File: src/rtl/int_log_sched_if.sv
// int_log_sched_if: requester, logic-unit and response signals of int_log_sched.
// rsp_err exists only when INT_LOG_SCHED_ERR_EN is defined.
interface int_log_sched_if;
    logic        req0_valid, req0_ready, req1_valid, req1_ready;
    logic [2:0]  req0_op, req1_op;
    logic [15:0] req0_a, req0_b, req1_a, req1_b;
    logic [2:0]  dp_operation;
    logic [15:0] dp_opa, dp_opb, dp_out;
    logic        rsp_valid, rsp_ready, rsp_id, busy;
    logic [15:0] rsp_data;
`ifdef INT_LOG_SCHED_ERR_EN
    logic        rsp_err;
`endif
    modport slave (
        input  req0_valid, req0_op, req0_a, req0_b, req1_valid, req1_op, req1_a, req1_b,
        output req0_ready, req1_ready,
        output dp_operation, dp_opa, dp_opb,
        input  dp_out,
        output rsp_valid, rsp_data, rsp_id, busy,
        input  rsp_ready
`ifdef INT_LOG_SCHED_ERR_EN
        , output rsp_err
`endif
    );
    modport master (
        output req0_valid, req0_op, req0_a, req0_b, req1_valid, req1_op, req1_a, req1_b,
        input  req0_ready, req1_ready,
        input  dp_operation, dp_opa, dp_opb,
        output dp_out,
        input  rsp_valid, rsp_data, rsp_id, busy,
        output rsp_ready
`ifdef INT_LOG_SCHED_ERR_EN
        , input rsp_err
`endif
    );
endinterface

File: src/rtl/int_log_sched.sv
// int_log_sched: two-requester round-robin scheduler for a shared 16-bit logic unit of latency LAT.
// Optional INT_LOG_SCHED_ERR_EN: opcode 111 completes with rsp_err=1 and zero data.
module int_log_sched #(
    parameter int LAT = 1
) (
    input logic clk,
    input logic rst,
    int_log_sched_if.slave bus
);
    typedef enum logic [1:0] {IDLE, WAIT, RESP} state_t;
    state_t      state;
    logic        rr, gid, take;
    logic [2:0]  cnt;
    logic [15:0] result;
    // On a tie the round-robin pointer picks; a lone requester always wins.
    assign gid = (bus.req0_valid & bus.req1_valid) ? rr : bus.req1_valid;
    assign take = (state == IDLE) & (bus.req0_valid | bus.req1_valid) & ~rst;
    assign bus.req0_ready = take & ~gid;
    assign bus.req1_ready = take & gid;
    assign bus.busy = state != IDLE;
`ifdef INT_LOG_SCHED_ERR_EN
    assign result = (&bus.dp_operation) ? 16'h0000 : bus.dp_out;
`else
    assign result = bus.dp_out;
`endif
    always_ff @(posedge clk) begin
        if (rst) begin
            state            <= IDLE;
            rr               <= 1'b0;
            cnt              <= 3'd0;
            bus.dp_operation <= 3'd0;
            bus.dp_opa       <= 16'h0000;
            bus.dp_opb       <= 16'h0000;
            bus.rsp_valid    <= 1'b0;
            bus.rsp_data     <= 16'h0000;
            bus.rsp_id       <= 1'b0;
`ifdef INT_LOG_SCHED_ERR_EN
            bus.rsp_err      <= 1'b0;
`endif
        end else begin
            case (state)
                IDLE: if (take) begin
                    bus.dp_operation <= gid ? bus.req1_op : bus.req0_op;
                    bus.dp_opa       <= gid ? bus.req1_a : bus.req0_a;
                    bus.dp_opb       <= gid ? bus.req1_b : bus.req0_b;
                    bus.rsp_id       <= gid;
                    rr               <= ~gid;
                    cnt              <= LAT[2:0];
                    state            <= WAIT;
                end
                WAIT: if (cnt == 3'd0) begin
                    bus.rsp_data  <= result;
`ifdef INT_LOG_SCHED_ERR_EN
                    bus.rsp_err   <= &bus.dp_operation;
`endif
                    bus.rsp_valid <= 1'b1;
                    state         <= RESP;
                end else begin
                    cnt <= cnt - 3'd1;
                end
                RESP: if (bus.rsp_ready) begin
                    bus.rsp_valid <= 1'b0;
                    state         <= IDLE;
                end
                default: state <= IDLE;
            endcase
        end
    end
endmodule

File: src/flat_wrapper.sv
// flat-port wrapper written by rule: the top's interface ports become plain ports
module int_log_sched_flat 
#(
    parameter int LAT = 1
)
  (clk, rst, bus_req0_valid, bus_req0_op, bus_req0_a, bus_req0_b, bus_req1_valid, bus_req1_op, bus_req1_a, bus_req1_b, bus_req0_ready, bus_req1_ready, bus_dp_operation, bus_dp_opa, bus_dp_opb, bus_dp_out, bus_rsp_valid, bus_rsp_data, bus_rsp_id, bus_busy, bus_rsp_ready);
  int_log_sched_if bus_i ();
  input logic clk;
  input logic rst;
  input wire logic [$bits(bus_i.req0_valid)-1:0] bus_req0_valid;
  input wire logic [$bits(bus_i.req0_op)-1:0] bus_req0_op;
  input wire logic [$bits(bus_i.req0_a)-1:0] bus_req0_a;
  input wire logic [$bits(bus_i.req0_b)-1:0] bus_req0_b;
  input wire logic [$bits(bus_i.req1_valid)-1:0] bus_req1_valid;
  input wire logic [$bits(bus_i.req1_op)-1:0] bus_req1_op;
  input wire logic [$bits(bus_i.req1_a)-1:0] bus_req1_a;
  input wire logic [$bits(bus_i.req1_b)-1:0] bus_req1_b;
  output wire logic [$bits(bus_i.req0_ready)-1:0] bus_req0_ready;
  output wire logic [$bits(bus_i.req1_ready)-1:0] bus_req1_ready;
  output wire logic [$bits(bus_i.dp_operation)-1:0] bus_dp_operation;
  output wire logic [$bits(bus_i.dp_opa)-1:0] bus_dp_opa;
  output wire logic [$bits(bus_i.dp_opb)-1:0] bus_dp_opb;
  input wire logic [$bits(bus_i.dp_out)-1:0] bus_dp_out;
  output wire logic [$bits(bus_i.rsp_valid)-1:0] bus_rsp_valid;
  output wire logic [$bits(bus_i.rsp_data)-1:0] bus_rsp_data;
  output wire logic [$bits(bus_i.rsp_id)-1:0] bus_rsp_id;
  output wire logic [$bits(bus_i.busy)-1:0] bus_busy;
  input wire logic [$bits(bus_i.rsp_ready)-1:0] bus_rsp_ready;
  assign bus_i.req0_valid = bus_req0_valid;
  assign bus_i.req0_op = bus_req0_op;
  assign bus_i.req0_a = bus_req0_a;
  assign bus_i.req0_b = bus_req0_b;
  assign bus_i.req1_valid = bus_req1_valid;
  assign bus_i.req1_op = bus_req1_op;
  assign bus_i.req1_a = bus_req1_a;
  assign bus_i.req1_b = bus_req1_b;
  assign bus_req0_ready = bus_i.req0_ready;
  assign bus_req1_ready = bus_i.req1_ready;
  assign bus_dp_operation = bus_i.dp_operation;
  assign bus_dp_opa = bus_i.dp_opa;
  assign bus_dp_opb = bus_i.dp_opb;
  assign bus_i.dp_out = bus_dp_out;
  assign bus_rsp_valid = bus_i.rsp_valid;
  assign bus_rsp_data = bus_i.rsp_data;
  assign bus_rsp_id = bus_i.rsp_id;
  assign bus_busy = bus_i.busy;
  assign bus_i.rsp_ready = bus_rsp_ready;
  int_log_sched #(.LAT(LAT)) u_core (.clk(clk), .rst(rst), .bus(bus_i));
endmodule
File: config.mk
export PLATFORM = sky130hd
export DESIGN_NAME = int_log_sched_flat
export DESIGN_NICKNAME = d
export VERILOG_FILES = /design/src/rtl/int_log_sched_if.sv /design/src/rtl/int_log_sched.sv /design/src/flat_wrapper.sv
export SDC_FILE = /design/constraint.sdc
export NUM_CORES = 1
export LEC_CHECK = 0
export CAP_MARGIN = 20
export CORE_MARGIN = 4
export CORE_UTILIZATION = 37
export CTS_CLUSTER_SIZE = 20
export DETAILED_ROUTE_END_ITERATION = 7
export HOLD_SLACK_MARGIN = 0.08
export PLACE_DENSITY = 0.87
export REMOVE_ABC_BUFFERS = 1
export SLEW_MARGIN = 0
export SYNTH_ARGS = -nofsm -noshare
export SYNTH_HDL_FRONTEND = slang
export SYNTH_SLANG_ARGS = --single-unit
File: constraint.sdc
create_clock -name clk -period 1.8 [get_ports clk]
set_clock_uncertainty 0.2 [all_clocks]
set_input_delay 0.36 -clock clk [delete_from_list [all_inputs] [get_ports clk]]
set_output_delay 0.36 -clock clk [all_outputs]
set_load 0.005 [all_outputs]
==> key figures <==
Placement
  – Hpwl dp: 5.82 mm
  – Post-Place Cells: 484
  – Place WS: -555 ps
  – GPL Wtd Cong: 0.819
  – Port Buffers: 146

Clocking
  – CTS Hold Bufs: 0
  – Clk buf depth: 2
  – Num CTS Buffers: 9
  – TritonCTS clock tree: done
  – H-tree Lvls: 3
  – Sink Count: 59
  – Clock Pin Slew Worst Setup and Hold Paths: 60 ps
  – CTS Root Cell: clkbuf_8
  – Clock latency on the worst-skew pair: 320 ps

Cells and area
  – Synthesis-to-layout area growth: 73.6%
  – Fin nets: 513
  – Antenna diode count: 0
  – Layout cells sized above 1: 11.1%
  – Non-Filler Instances: 501

GRT
  – First-pass GRT wire length: 12.6 mm
  – Grt ovf: 0
  – Vias in the first global route: 2731
  – Total GRT Usage: 20.3%
  – Antenna violations before repair: 0
  – Largest net degree at the start of global routing: 40

Yosys
  – Most instantiated library cell after synthesis: dfxtp_1
  – Number of synthesized flops with an enable pin: 0
  – #FFs+latches synth: 59
  – Most frequent cells after synthesis: 59 x dfxtp_1, 32 x nand2_1, 23 x a221o_1, 23 x and3_1, 21 x a21oi_1
  – Post-synthesis cell count: 269
  – Netlist Area Pre-Place: 2450 sq um
  – Top FF cell, synth: dfxtp_1
  – Netlist cell types: 34
  – Yosys top cell area share: 48.3%
  – Post-Syn Area per Cell: 9.10 sq um
  – Register area share after synthesis: 48.3%
  – Synth async-reset ratio: 0%
  – Most area-consuming cells after synthesis: dfxtp_1 48%, a221o_1 9.4%, and3_1 5.9%, nand2_1 4.9%, a21oi_1 4.3%
  – Top cell type by total area after synthesis: dfxtp_1
  – Ys Warns: 0

Outcome
  – Run status: complete, but fails checks
  – Failing checks: setup timing

STA
  – Final min period: 1830 ps
  – Fin crit share: 102%
  – Slew Viols, Final: 0
  – F_max: 546 MHz
  – Hold Vio Cnt, Final: 0
  – Final-report setup violation count: 2
  – Relative slew margins: 73.3%
  – Post-route setup slack: -31.6 ps
  – Least-Margin Pin Slew: 401 ps
  – RSZ-0062 raised after global routing: yes

Power and ir drop
  – Clock share of power: 28.8%
  – Int Pwr: 2.74 mW
  – Switching Fraction: 27.6%
  – Flop pwr share: 41.2%
  – Power density over cell area: 891 nW/um^2
  – Net Switching: 1.05 mW
  – Leakage power: 1.65 nW
  – Comb pwr share: 30.0%
  – Worst-case vdd ir drop: 0.000467 V

Critical path
  – Crit-path max cell delay: 330 ps
  – CP Data Required Time: 1240 ps
  – Crit path DAT: 1270 ps
  – CP top delay family: simple AND/OR/NAND/NOR gates
  – CP max stage cell: dfxtp_2
  – Buffers & Inverters on Critical Path: 2
  – Crit Path Max Fanout: 2
  – Crit Path Category: reg -> out
  – Startpoint Class: flop
  – Worst-path cell chain: nor3_4, buf_4, and3_4, buf_6
  – Crit. End Element: primary output

Floorplanning
  – Die X: 89.3 um
  – Top-level I/O count: 147
  – Core ar.: 6390 sq um
  – Initial core utilization: 38.3%
  – Rows: 29
  – Die Ht: 89.3 um
  – Die area: 7980 sq um

Route
  – Via density: 5.35
  – Pre-Repair DR Iteration Count: 4
  – Via count: 2681
  – Residual DRC: 0
  – Post-DR wirelength/cell: 16.0 um
  – DR iter-0 viols: 90
  – Post-Route WL: 8.00 mm
  – Antenna-violating nets left: 0

Hold path
  – Worst min path class: in -> reg

Job
  – Max cap viols: 0
## sequential cells by signal, indices dropped and copies added (netlist names)
name and cells:
u_core.bus.dp_opa 16, u_core.bus.dp_opb 16, u_core.bus.rsp_data 16, u_core.bus.dp_operation 3, u_core.cnt 3, u_core.state 2, u_core.bus.rsp_id 1, u_core.bus.rsp_valid 1
u_core.rr 1
## power groups by stage
stage | clock [mW] | sequential [mW] | combinational (mW)
3_5_place_dp | 0 | 1.58 | 1.12
3_3_place_gp | 0 | 1.58 | 1.10
4_1_cts | 1.11 | 1.56 | 1.14
5_1_grt | 1.17 | 1.58 | 1.24
2_1_floorplan | 0 | 1.59 | 0.370
6_report | 1.09 | 1.56 | 1.14
## worst reg2reg max path: stages, from the launching register on
cell and delay [ps]:
dfxtp_2 330, nor3_4 210, buf_4 140, buf_4 100, buf_6 190, a221oi_1 110, a311oi_1 270
## cell type report
cell class	instances	area (sq um)
Inverter	3	11.3
Clock inverter	2	10.0
Multi-Input combinational cell	180	1140
Clock buffer	13	169
Timing Repair Buffer	167	1640
Fill cell	516	2140
Sequential cell	59	1180
Tap cell	77	96.3
## per-layer routing
layer,wire length [um],part of all wire (%),track usage [%]
met1,3170,40,23.3
met2,3980,50,35.0
met3,704,8.8,5.62
met4,139,1.7,8.80
met5,0,0,0
## cells in the final DEF (no fill, tap or decap), types with 2 or more instances in the layout
cell,instances
clkinv_2,2
o21ai_0,13
nand2_1,32
clkbuf_8,12
dfxtp_2,2
a31oi_1,13
dfxtp_1,57
nor3_1,3
inv_1,3
buf_12,2
buf_6,2
ha_1,2
dlygate4sd2_1,2
clkdlybuf4s50_1,139
nand3b_1,3
a21oi_1,21
nand4_1,13
buf_4,18
nand3_1,13
and3_1,22
nand2b_1,2
nor2_1,4
a221o_1,23
## per-stage QoR
step	power (mW)	hold slack, ps	util, %	cell area [sq um]	setup TNS (ps)
finish	3.79	203	66.5	4250	-33.4
global route	3.99	238	66.5	4250	-128
CTS	3.81	258	66.6	4250	-91.4
detailed placement	2.70	250	63.3	4040	-12700
global placement	2.68	243	63.3	4040	-11570
floorplan	1.96	229	-	2300	-46490
## repair_timing
action / 4_1_cts / 5_1_grt
pin swaps: 1 / 1
buffers inserted: 2 / 0
resized for setup: 18 / 6
gates cloned: 0 / 0
endpoints found under the setup margin: 25 / 9
## worst paths after layout
check | startpoint | to | cells past startpoint | slack, ps
max | u_core.state[1] | bus_req1_ready | 4 | -30
min | bus_req1_valid | u_core.bus.dp_operation[1] | 3 | 200
max reg2reg | u_core.state[1] | u_core.cnt[0] | 6 | 170
min reg2reg | u_core.bus.rsp_data[8] | u_core.bus.rsp_data[8] | 2 | 250
## kinds of logic (layout without fill, tap and decap cells)
group / Yosys count / count (layout) / share of synthesized area (%)
buf+inv: 30 / 185 / 6.65
simple gates: 102 / 102 / 22.2
fa+ha+maj: 2 / 2 / 1.02
compound gates: 76 / 76 / 21.9
flops: 59 / 59 / 48.3
No activity file was read; power rests on OpenSTA's default activity.
